File: src/rtl/uart_pkg.sv
// -----------------------------------------------------------------------------
// uart_pkg
// Shared definitions for the 8N1 UART engine:
//   - uart_state_e : state encoding used by both the TX and RX FSMs
//   - calc_div     : rounded clock divider for the oversampling baud tick
// -----------------------------------------------------------------------------
package uart_pkg;

  // Both FSMs walk the same four phases of a frame.
  typedef enum logic [1:0] {
    S_IDLE  = 2'd0,
    S_START = 2'd1,
    S_DATA  = 2'd2,
    S_STOP  = 2'd3
  } uart_state_e;

  // round(clk_freq / (baud * os)) using integer arithmetic.
  function automatic int calc_div(input int clk_freq, input int baud, input int os);
    int denom;
    denom = baud * os;
    return (clk_freq + denom / 2) / denom;
  endfunction

endpackage

File: src/rtl/uart_baud_gen.sv
// -----------------------------------------------------------------------------
// uart_baud_gen
// Free-running oversampling tick generator. o_tick is high for one i_clk cycle
// every DIV cycles, DIV = round(CLK_FREQ / (BAUD_RATE * OVERSAMPLING)).
// Ports:
//   i_clk   in  1  system clock, rising edge
//   i_reset in  1  asynchronous, active-high reset
//   o_tick  out 1  one-cycle baud tick
// -----------------------------------------------------------------------------
module uart_baud_gen
  import uart_pkg::*;
#(
  parameter int CLK_FREQ     = 50_000_000,
  parameter int BAUD_RATE    = 19200,
  parameter int OVERSAMPLING = 16
) (
  input  logic i_clk,
  input  logic i_reset,
  output logic o_tick
);

  localparam int DIV = calc_div(CLK_FREQ, BAUD_RATE, OVERSAMPLING);
  localparam int CW  = (DIV > 1) ? $clog2(DIV) : 1;

  logic [CW-1:0] r_cnt;
  logic          r_tick;

  // Tick is registered so it is a clean one-cycle pulse; the period is still
  // exactly DIV because the counter wraps on the same edge that raises it.
  always_ff @(posedge i_clk or posedge i_reset) begin
    if (i_reset) begin
      r_cnt  <= '0;
      r_tick <= 1'b0;
    end else if (r_cnt == CW'(DIV - 1)) begin
      r_cnt  <= '0;
      r_tick <= 1'b1;
    end else begin
      r_cnt  <= r_cnt + 1'b1;
      r_tick <= 1'b0;
    end
  end

  assign o_tick = r_tick;

endmodule

File: src/rtl/uart_core.sv
// -----------------------------------------------------------------------------
// uart_core
// 8N1 UART engine: shared baud tick, transmitter and receiver. TX and RX run
// independently and may be active at the same time.
// Handshake: i_tx_start is a one-cycle request, accepted only when TX is idle
// (requests while busy are dropped); o_tx_done / o_rx_done are one-cycle
// completion pulses with no back-pressure.
// Ports:
//   i_clk      in  1        system clock, rising edge
//   i_reset    in  1        asynchronous, active-high reset
//   i_tx_data  in  NB_DATA  byte to send, sampled with i_tx_start
//   i_tx_start in  1        start request (ignored while TX busy)
//   i_rx       in  1        serial input, idle high
//   o_tx       out 1        serial output, idle high
//   o_tx_done  out 1        pulse at the end of the stop bit
//   o_rx_data  out NB_DATA  last good received byte
//   o_rx_done  out 1        pulse when o_rx_data updates
//   o_tick     out 1        baud tick, for observation
// -----------------------------------------------------------------------------
module uart_core
  import uart_pkg::*;
#(
  parameter int NB_DATA      = 8,
  parameter int BAUD_RATE    = 19200,
  parameter int CLK_FREQ     = 50_000_000,
  parameter int OVERSAMPLING = 16
) (
  input  logic               i_clk,
  input  logic               i_reset,
  input  logic [NB_DATA-1:0] i_tx_data,
  input  logic               i_tx_start,
  input  logic               i_rx,
  output logic               o_tx,
  output logic               o_tx_done,
  output logic [NB_DATA-1:0] o_rx_data,
  output logic               o_rx_done,
  output logic               o_tick
);

  localparam int TCW = $clog2(OVERSAMPLING);
  localparam int BCW = $clog2(NB_DATA);
  localparam logic [TCW-1:0] TICK_LAST = TCW'(OVERSAMPLING - 1);
  localparam logic [TCW-1:0] TICK_MID  = TCW'(OVERSAMPLING / 2 - 1);
  localparam logic [BCW-1:0] BIT_LAST  = BCW'(NB_DATA - 1);

  logic w_tick;

  uart_baud_gen #(
    .CLK_FREQ    (CLK_FREQ),
    .BAUD_RATE   (BAUD_RATE),
    .OVERSAMPLING(OVERSAMPLING)
  ) u_baud_gen (
    .i_clk  (i_clk),
    .i_reset(i_reset),
    .o_tick (w_tick)
  );

  assign o_tick = w_tick;

  // ---------------------------------------------------------------------------
  // Transmitter
  // ---------------------------------------------------------------------------
  uart_state_e        r_tx_state;
  logic [TCW-1:0]     r_tx_tick_cnt;
  logic [BCW-1:0]     r_tx_bit_cnt;
  logic [NB_DATA-1:0] r_tx_shift;
  logic               r_tx;
  logic               r_tx_done;

  always_ff @(posedge i_clk or posedge i_reset) begin
    if (i_reset) begin
      r_tx_state    <= S_IDLE;
      r_tx_tick_cnt <= '0;
      r_tx_bit_cnt  <= '0;
      r_tx_shift    <= '0;
      r_tx          <= 1'b1;
      r_tx_done     <= 1'b0;
    end else begin
      r_tx_done <= 1'b0;
      case (r_tx_state)
        S_IDLE: begin
          r_tx <= 1'b1;
          if (i_tx_start) begin
            r_tx_shift    <= i_tx_data;
            r_tx_tick_cnt <= '0;
            r_tx          <= 1'b0;
            r_tx_state    <= S_START;
          end
        end
        S_START: begin
          if (w_tick) begin
            if (r_tx_tick_cnt == TICK_LAST) begin
              r_tx_tick_cnt <= '0;
              r_tx_bit_cnt  <= '0;
              r_tx          <= r_tx_shift[0];
              r_tx_state    <= S_DATA;
            end else begin
              r_tx_tick_cnt <= r_tx_tick_cnt + 1'b1;
            end
          end
        end
        S_DATA: begin
          if (w_tick) begin
            if (r_tx_tick_cnt == TICK_LAST) begin
              r_tx_tick_cnt <= '0;
              if (r_tx_bit_cnt == BIT_LAST) begin
                r_tx       <= 1'b1;
                r_tx_state <= S_STOP;
              end else begin
                // Next bit is shift[1] because the shift happens on this edge.
                r_tx_bit_cnt <= r_tx_bit_cnt + 1'b1;
                r_tx         <= r_tx_shift[1];
                r_tx_shift   <= r_tx_shift >> 1;
              end
            end else begin
              r_tx_tick_cnt <= r_tx_tick_cnt + 1'b1;
            end
          end
        end
        S_STOP: begin
          if (w_tick) begin
            if (r_tx_tick_cnt == TICK_LAST) begin
              r_tx_tick_cnt <= '0;
              r_tx_done     <= 1'b1;
              r_tx_state    <= S_IDLE;
            end else begin
              r_tx_tick_cnt <= r_tx_tick_cnt + 1'b1;
            end
          end
        end
        default: r_tx_state <= S_IDLE;
      endcase
    end
  end

  assign o_tx      = r_tx;
  assign o_tx_done = r_tx_done;

  // ---------------------------------------------------------------------------
  // Receiver
  // ---------------------------------------------------------------------------
  logic               r_rx_meta;
  logic               r_rx_sync;
  uart_state_e        r_rx_state;
  logic [TCW-1:0]     r_rx_tick_cnt;
  logic [BCW-1:0]     r_rx_bit_cnt;
  logic [NB_DATA-1:0] r_rx_shift;
  logic [NB_DATA-1:0] r_rx_data;
  logic               r_rx_done;

  // Two-flop synchronizer; resets to the idle (high) line level.
  always_ff @(posedge i_clk or posedge i_reset) begin
    if (i_reset) begin
      r_rx_meta <= 1'b1;
      r_rx_sync <= 1'b1;
    end else begin
      r_rx_meta <= i_rx;
      r_rx_sync <= r_rx_meta;
    end
  end

  always_ff @(posedge i_clk or posedge i_reset) begin
    if (i_reset) begin
      r_rx_state    <= S_IDLE;
      r_rx_tick_cnt <= '0;
      r_rx_bit_cnt  <= '0;
      r_rx_shift    <= '0;
      r_rx_data     <= '0;
      r_rx_done     <= 1'b0;
    end else begin
      r_rx_done <= 1'b0;
      case (r_rx_state)
        S_IDLE: begin
          if (!r_rx_sync) begin
            r_rx_tick_cnt <= '0;
            r_rx_state    <= S_START;
          end
        end
        S_START: begin
          // Re-check the line at mid start bit: from here on every sample
          // lands OVERSAMPLING ticks later, i.e. mid-bit.
          if (w_tick) begin
            if (r_rx_tick_cnt == TICK_MID) begin
              r_rx_tick_cnt <= '0;
              r_rx_bit_cnt  <= '0;
              r_rx_state    <= r_rx_sync ? S_IDLE : S_DATA;
            end else begin
              r_rx_tick_cnt <= r_rx_tick_cnt + 1'b1;
            end
          end
        end
        S_DATA: begin
          if (w_tick) begin
            if (r_rx_tick_cnt == TICK_LAST) begin
              r_rx_tick_cnt <= '0;
              // LSB arrives first, so shift in from the MSB side.
              r_rx_shift    <= {r_rx_sync, r_rx_shift[NB_DATA-1:1]};
              if (r_rx_bit_cnt == BIT_LAST) begin
                r_rx_state <= S_STOP;
              end else begin
                r_rx_bit_cnt <= r_rx_bit_cnt + 1'b1;
              end
            end else begin
              r_rx_tick_cnt <= r_rx_tick_cnt + 1'b1;
            end
          end
        end
        S_STOP: begin
          if (w_tick) begin
            if (r_rx_tick_cnt == TICK_LAST) begin
              r_rx_tick_cnt <= '0;
              // A low stop bit is a framing error: drop the byte silently.
              if (r_rx_sync) begin
                r_rx_data <= r_rx_shift;
                r_rx_done <= 1'b1;
              end
              r_rx_state <= S_IDLE;
            end else begin
              r_rx_tick_cnt <= r_rx_tick_cnt + 1'b1;
            end
          end
        end
        default: r_rx_state <= S_IDLE;
      endcase
    end
  end

  assign o_rx_data = r_rx_data;
  assign o_rx_done = r_rx_done;

endmodule

File: config.mk
export PLATFORM = sky130hd
export DESIGN_NAME = uart_core
export DESIGN_NICKNAME = d
export VERILOG_FILES = /design/src/rtl/uart_pkg.sv /design/src/rtl/uart_baud_gen.sv /design/src/rtl/uart_core.sv
export SDC_FILE = /design/constraint.sdc
export NUM_CORES = 1
export LEC_CHECK = 0
export CAP_MARGIN = 40
export CORE_MARGIN = 4
export CORE_UTILIZATION = 40
export DETAILED_ROUTE_END_ITERATION = 7
export PLACE_DENSITY = 0.58
export SYNTH_ARGS = -nofsm -noshare
export SYNTH_HDL_FRONTEND = slang
export SYNTH_SLANG_ARGS = --single-unit
File: constraint.sdc
create_clock -name i_clk -period 2.1 [get_ports i_clk]
set_input_delay 0.42 -clock i_clk [delete_from_list [all_inputs] [get_ports i_clk]]
set_output_delay 0.42 -clock i_clk [all_outputs]
set_load 0.02 [all_outputs]
## After elaboration in Yosys (flattened, before gate mapping)

Index checks and enable logic that the tools add are counted.

| storage, ports and cells | value |
|---|---|
| register bits after elaboration | 56 |
| input bits | 12 |
| output and inout port bits | 12 |

| cells by class | value |
|---|---|
| add/subtract/negate cells | 5 |
| equality and inequality tests | 32 |
| multiplexer cells | 62 |
| reductions and logical operators | 18 |

Operators by type and width:

| kind | number |
|---|---|
| $mux W8 | 5 |
| $mux W2 | 17 |
| $mux W4 | 8 |
| $mux W3 | 10 |
| $ne A2 B2 Y1 const B | 12 |
| $ne A2 B1 Y1 const B | 8 |
| $pmux W2 S4 | 2 |
| $pmux W8 S2 | 1 |
| $reduce_and A8 Y1 | 2 |
| $mux W1 | 14 |
| $pmux W3 S2 | 2 |
| $pmux W4 S3 | 1 |
| $reduce_and A6 Y1 | 2 |
| $reduce_and A5 Y1 | 2 |
| $add A4 B1 Y4 const B | 2 |
| $add A8 B1 Y8 const B | 1 |
| $eq A2 B2 Y1 const B | 4 |
| $eq A4 B4 Y1 const B | 2 |
| $eq A8 B8 Y1 const B | 1 |
| $pmux W4 S2 | 1 |
| $add A3 B1 Y3 const B | 2 |
| $eq A3 B3 Y1 const B | 2 |
| $reduce_and A3 Y1 | 2 |
| $reduce_bool A2 Y1 | 3 |
| other kinds (9) | 11 |

## Longest topological paths before layout

Gate-level depths: netlist of the first run.

| logic depth | value |
|---|---|
| depth in word-level cells | 5 |
| gate-level depth with buffers | 8 |

## Modules after synthesis

Synthesis of the first run repeated with hierarchy kept, for this count alone.

| second synthesis, totals | value |
|---|---|
| cells, all modules | 238 |
| area total of the unflattened synthesis | 2,728.9 um^2 |

By module, submodules not included:

| module | instances | cells each | area each (um^2) |
|---|---|---|---|
| uart_core | 1 | 199 | 2,293.4 |
| uart_baud_gen | 1 | 39 | 435.4 |

## Least setup slack after synthesis of the first run

OpenSTA, ideal clock, no wires.

| timing path | value |
|---|---|
| path kind | register to register |
| start | reg r_tx_bit_cnt[0] |
| end | reg r_tx_shift[6] |
| arrival | 1.684 ns |
| required time | 1.979 ns |
| setup slack | 0.295 ns |
| cell stages (with the launch flop) | 8 |
| path buffers | 1 |
| period minus slack after synthesis | 1.805 ns |
| path through | dfrtp_1 > ha_1 > ha_1 > buf_2 > nand2b_4 > a211oi_4 > o21ai_1 > a22o_1 |

| on the way | value |
|---|---|
| word-level cells in the longest chain between the ends | 3 |

Ends and longest elaborated chain:

| what | line | source |
|---|---|---|
| start: declaration | uart_core.sv:65 | `logic [BCW-1:0] r_tx_bit_cnt;` |
| start signal: assignment | uart_core.sv:111 | `r_tx_bit_cnt <= r_tx_bit_cnt + 1'b1;` |
| $eq A3 B3 Y1 | uart_core.sv:106 | `if (r_tx_bit_cnt == BIT_LAST) begin` |
| $ne A2 B2 Y1 (no line) | n/a |  |
| $reduce_and A5 Y1 (no line) | n/a |  |
| end signal: assignment | uart_core.sv:84 | `r_tx_shift <= i_tx_data;` |
| end signal: assignment | uart_core.sv:113 | `r_tx_shift <= r_tx_shift >> 1;` |
| end: declaration | uart_core.sv:66 | `logic [NB_DATA-1:0] r_tx_shift;` |

No other way between the ends.
A chain may end at the register's enable or synchronous reset.

## Worst setup path after layout of the first run

| timing path | value |
|---|---|
| start | reg r_tx (netlist: o_tx) |
| end | out o_tx |

RTL lines:

| what | line | source |
|---|---|---|
| start: declaration | uart_core.sv:67 | `logic r_tx;` |
| start signal: assignment | uart_core.sv:95 | `r_tx <= r_tx_shift[0];` |
| start signal: assignment | uart_core.sv:112 | `r_tx <= r_tx_shift[1];` |
| end: declaration | uart_core.sv:33 | `output logic o_tx,` |

No word-level cell between the ends.

==> impl_metrics.py, run 1 <==
metrics = {
    "clock_tree": {
        "setup_fix_bufs_post_cts": 0,
        "htreeDepth": 2,
        "worst_setup_hold_path_clk_slew_ns": 0.11,
        "cts_tree": "yes",
        "cts.root.buffer_cell": "sky130_fd_sc_hd__clkbuf_8",
        "clock-sinks": 56,
        "hold_buffers": 0,
        "numCtsBuffers": 5,
        "ctsLongestPathBuffers": 2,
        "clk-insertion-delay-late_ns": 0.31,
    },
    "detailed_routing": {
        "drcViolationCount": 0,
        "drt_wl_cell_um": 14.0,
        "dr_total_vias": 1928,
        "vias_per_cell": 5.30,
        "wl_um": 5110,
        "final_ant_viol_nets": 0,
        "drt-initial-drc-count": 61,
        "drt_first_pass_iters": 4,
    },
    "floorplanning": {
        "placeable_core_region_sq_um": 6760,
        "fp.dieArea_sq_um": 8340,
        "die_h_um": 91.3,
        "ioPinCount": 24,
        "initial_utilization_pct": 41.1,
        "die_w_um": 91.3,
        "fp-row-count": 30,
    },
    "hold_path": {
        "holdCritPathClass": "in -> async",
    },
    "logic_synthesis": {
        "postSynthCellCount": 251,
        "synth_edf_count": 0,
        "synth_cell_type_count": 48,
        "ys.flop_type": "sky130_fd_sc_hd__dfrtp_1",
        "syn-mean-instance-area_sq_um": 11.1,
        "ys_seq_elements": 56,
        "synth.yosys.seq_area_share_pct": 50.6,
        "ys.warnings.count": 0,
        "ys_async_sr_fraction_pct": 100,
        "post_synth_instance_area_sq_um": 2780,
        "synth_fp_nets": 277,
    },
    "grt": {
        "pin_count_of_the_biggest_net_entering_global_routing": 27,
        "wire_length_of_the_first_global_routing_pass_um": 9020,
        "grt_usage_pct": 13.1,
        "grt_pass1_vias": 1923,
        "globalRouteOverflowTotal": 0,
        "antenna_found_initial": 0,
    },
    "pwr": {
        "comb_power_share_pct": 3.0,
        "switching_share_pct": 22.6,
        "leakage_uw": 0.00146,
        "power.net_switching_uw": 393,
        "power.internal_uw": 1350,
        "max-vdd-ir-drop_uv": 226,
        "p_per_area_nw_per_um2": 538,
        "power.share.sequential_pct": 62.3,
        "clockPowerShare_pct": 34.7,
    },
    "sta": {
        "setup_viol_count_final": 0,
        "period_share_pct": 90.4,
        "min_period_ns": 1.90,
        "maxClockFrequency_ghz": 0.527,
        "slew_violations": 0,
        "rsz0062_at_grt": "no",
        "timing.clock.skew_ns": 0.00703,
        "setup-tns-final_ns": 0,
        "timing.final.hold_violations": 0,
        "max_slew.worst_pin.slew_ns": 0.573,
        "relSlewSlack_pct": 61.4,
    },
    "run": {
        "drv_cap": 0,
    },
    "critical_path": {
        "cpMaxStageDelayCell": "sky130_fd_sc_hd__clkdlybuf4s50_1",
        "timing.setup.critical_path_class": "reg -> out",
        "timing.critical_path.cells": "clkdlybuf4s50_1",
        "cp.required_ns": 1.68,
        "critical_path.endpoint_type": "primary output",
        "critical-path-max-stage-delay_ns": 0.60,
        "timing.critical_path.from_type": "flop",
        "critPathTopFamily": "buffers and inverters",
        "critical_path.max_fanout": 2,
        "arrival_ns": 1.48,
        "critPathBufInv": 1,
    },
    "final_layout": {
        "final_core_util_pct": 47.9,
        "layout-area-overhead-vs-synth_pct": 16.4,
        "drive_above_1_share_pct": 18.3,
        "n_antenna_cell": 0,
        "final_nets": 309,
    },
    "placed_design": {
        "globalplace.congestion": 0.748,
        "dpl.hpwl_um": 3750,
        "numPortBuffers": 23,
    },
    "status": {
        "run_status": "finished, final reports clean",
    },
}
flip-flops by register name, summed over array words and instances (netlist names), 3 cells and up, named ones only:
| name | count |
|---|---|
| r_rx_tick_cnt | 4 |
| r_rx_shift | 8 |
| r_rx_bit_cnt | 3 |
| o_rx_data | 8 |
| r_tx_shift | 8 |
| r_tx_bit_cnt | 3 |
| u_baud_gen.r_cnt | 8 |
| r_tx_tick_cnt | 4 |
cell type report:
type	instances	area [sq um]
Clock buffer	5	68.8
Clock inverter	3	22.5
Fill cell	653	3520
Inverter	10	37.5
Multi-Input combinational cell	178	1290
Sequential cell	56	1410
Tap cell	80	100
Timing Repair Buffer	32	310
metrics by stage:
stage,cell area [sq um],power [uW],instances,hold WS [ns],worst slack (ns)
floorplan,2780,1120,251,0.345,0.295
detailed placement,3140,1160,356,0.349,0.256
global placement,3140,1160,356,0.347,0.305
finish,3230,1740,364,0.359,0.202
CTS,3230,1780,364,0.360,0.0255
global route,3230,1840,364,0.371,0.0528
power groups by stage:
stage	combinational, uW	clock [uW]	sequential (uW)
6_report	52.2	604	1080
5_1_grt	59.1	693	1080
4_1_cts	54.7	637	1080
3_5_place_dp	54.5	0	1100
3_3_place_gp	54.6	0	1100
2_1_floorplan	18.4	0	1100
Yosys cell counts (4+ instances only):
master / instances / area [sq um]
sky130_fd_sc_hd__dfrtp_1: 53 / 1330
sky130_fd_sc_hd__ha_1: 14 / 175
sky130_fd_sc_hd__a21oi_1: 11 / 55.1
sky130_fd_sc_hd__buf_2: 4 / 20.0
sky130_fd_sc_hd__nand2_1: 14 / 52.6
sky130_fd_sc_hd__inv_1: 10 / 37.5
sky130_fd_sc_hd__mux2_2: 22 / 248
sky130_fd_sc_hd__nand3_1: 11 / 55.1
sky130_fd_sc_hd__nand4_1: 6 / 37.5
sky130_fd_sc_hd__and3_1: 4 / 25.0
sky130_fd_sc_hd__xnor2_1: 4 / 35.0
sky130_fd_sc_hd__nor2_1: 21 / 78.8
sky130_fd_sc_hd__o21ai_0: 15 / 75.1
sky130_fd_sc_hd__o22ai_1: 5 / 31.3
sky130_fd_sc_hd__o2bb2ai_1: 6 / 52.6
worst paths after layout:
check,end,cells past startpoint,startpoint,slack (ns)
worst max-delay path,o_tx,1,o_tx,0.20
worst min-delay path,u_baud_gen.r_cnt[3],2,i_reset,0.36
worst max register to register,r_tx_shift[0],7,r_tx_state[0],0.23
worst min register to register,r_rx_sync,0,r_rx_meta,0.36
max in group asynchronous,r_rx_meta,3,i_reset,1.20
min in group i_clk,r_rx_sync,0,r_rx_meta,0.36
logic make-up (layout without fill, tap and decap cells):
logic type	Yosys count	in the layout	synth area share, %
buf+inv	17	50	3.02
mux	23	23	9.28
fa+ha+maj	14	14	6.31
xor+xnor	5	5	1.58
compound gates	55	55	13.2
flops	56	56	50.6
simple gates	81	81	16.1
cell usage in the layout (no fill, tap or decap), types with 3 or more instances in the layout:
| cell | n |
|---|---|
| sky130_fd_sc_hd__dfrtp_1 | 52 |
| sky130_fd_sc_hd__clkdlybuf4s50_1 | 23 |
| sky130_fd_sc_hd__mux2_2 | 22 |
| sky130_fd_sc_hd__nor2_1 | 21 |
| sky130_fd_sc_hd__o21ai_0 | 15 |
| sky130_fd_sc_hd__nand2_1 | 14 |
| sky130_fd_sc_hd__ha_1 | 14 |
| sky130_fd_sc_hd__nand3_1 | 11 |
| sky130_fd_sc_hd__a21oi_1 | 11 |
| sky130_fd_sc_hd__inv_1 | 9 |
| sky130_fd_sc_hd__buf_4 | 8 |
| sky130_fd_sc_hd__nand4_1 | 6 |
| sky130_fd_sc_hd__o2bb2ai_1 | 6 |
| sky130_fd_sc_hd__o22ai_1 | 5 |
| sky130_fd_sc_hd__clkbuf_8 | 5 |
| sky130_fd_sc_hd__and3_1 | 4 |
| sky130_fd_sc_hd__xnor2_1 | 4 |
| sky130_fd_sc_hd__a22o_1 | 3 |
| sky130_fd_sc_hd__nand2b_1 | 3 |
| sky130_fd_sc_hd__a21o_1 | 3 |
| sky130_fd_sc_hd__nor3_1 | 3 |
| sky130_fd_sc_hd__dfstp_2 | 3 |
metal layers:
metal | vias up | routed length (um) | share of wire, % | GRT usage (%)
met1 | 937 | 2560 | 50 | 18.2
met2 | 22 | 2410 | 47 | 21.2
met3 | 4 | 107 | 2.1 | 2.73
li1 | 965 | - | - | -
met4 | 0 | 37 | 0.72 | 2.64
met5 | - | 0 | 0 | 0
timing repair:
item | CTS | global route
endpoints found under the setup margin | 0 | 1
resized for setup | 0 | 1
endpoints found under the hold margin | 0 | 0
(Power assumes the default switching activity.)
==> run 2: changes to the inputs <==
--- a/config.mk
+++ b/config.mk
@@ -8,6 +8,7 @@
 export CAP_MARGIN = 40
 export CORE_MARGIN = 4
 export CORE_UTILIZATION = 40
+export CTS_CLUSTER_SIZE = 12
 export DETAILED_ROUTE_END_ITERATION = 7
 export PLACE_DENSITY = 0.58
 export SYNTH_ARGS = -nofsm -noshare
==> results of run 2 <==
No change in the layout: final DEF, timing and power equal those of run 1.
==> run 3: changes to the inputs <==
--- a/config.mk
+++ b/config.mk
@@ -8,9 +8,11 @@
 export CAP_MARGIN = 40
 export CORE_MARGIN = 4
 export CORE_UTILIZATION = 40
+export CTS_BUF_LIST = sky130_fd_sc_hd__clkbuf_2 sky130_fd_sc_hd__clkbuf_4 sky130_fd_sc_hd__clkbuf_8
 export CTS_CLUSTER_SIZE = 12
 export DETAILED_ROUTE_END_ITERATION = 7
 export PLACE_DENSITY = 0.58
+export SLEW_MARGIN = 10
 export SYNTH_ARGS = -nofsm -noshare
 export SYNTH_HDL_FRONTEND = slang
 export SYNTH_SLANG_ARGS = --single-unit
==> results of run 3 <==
No change in the layout: final DEF, timing and power equal those of run 1.
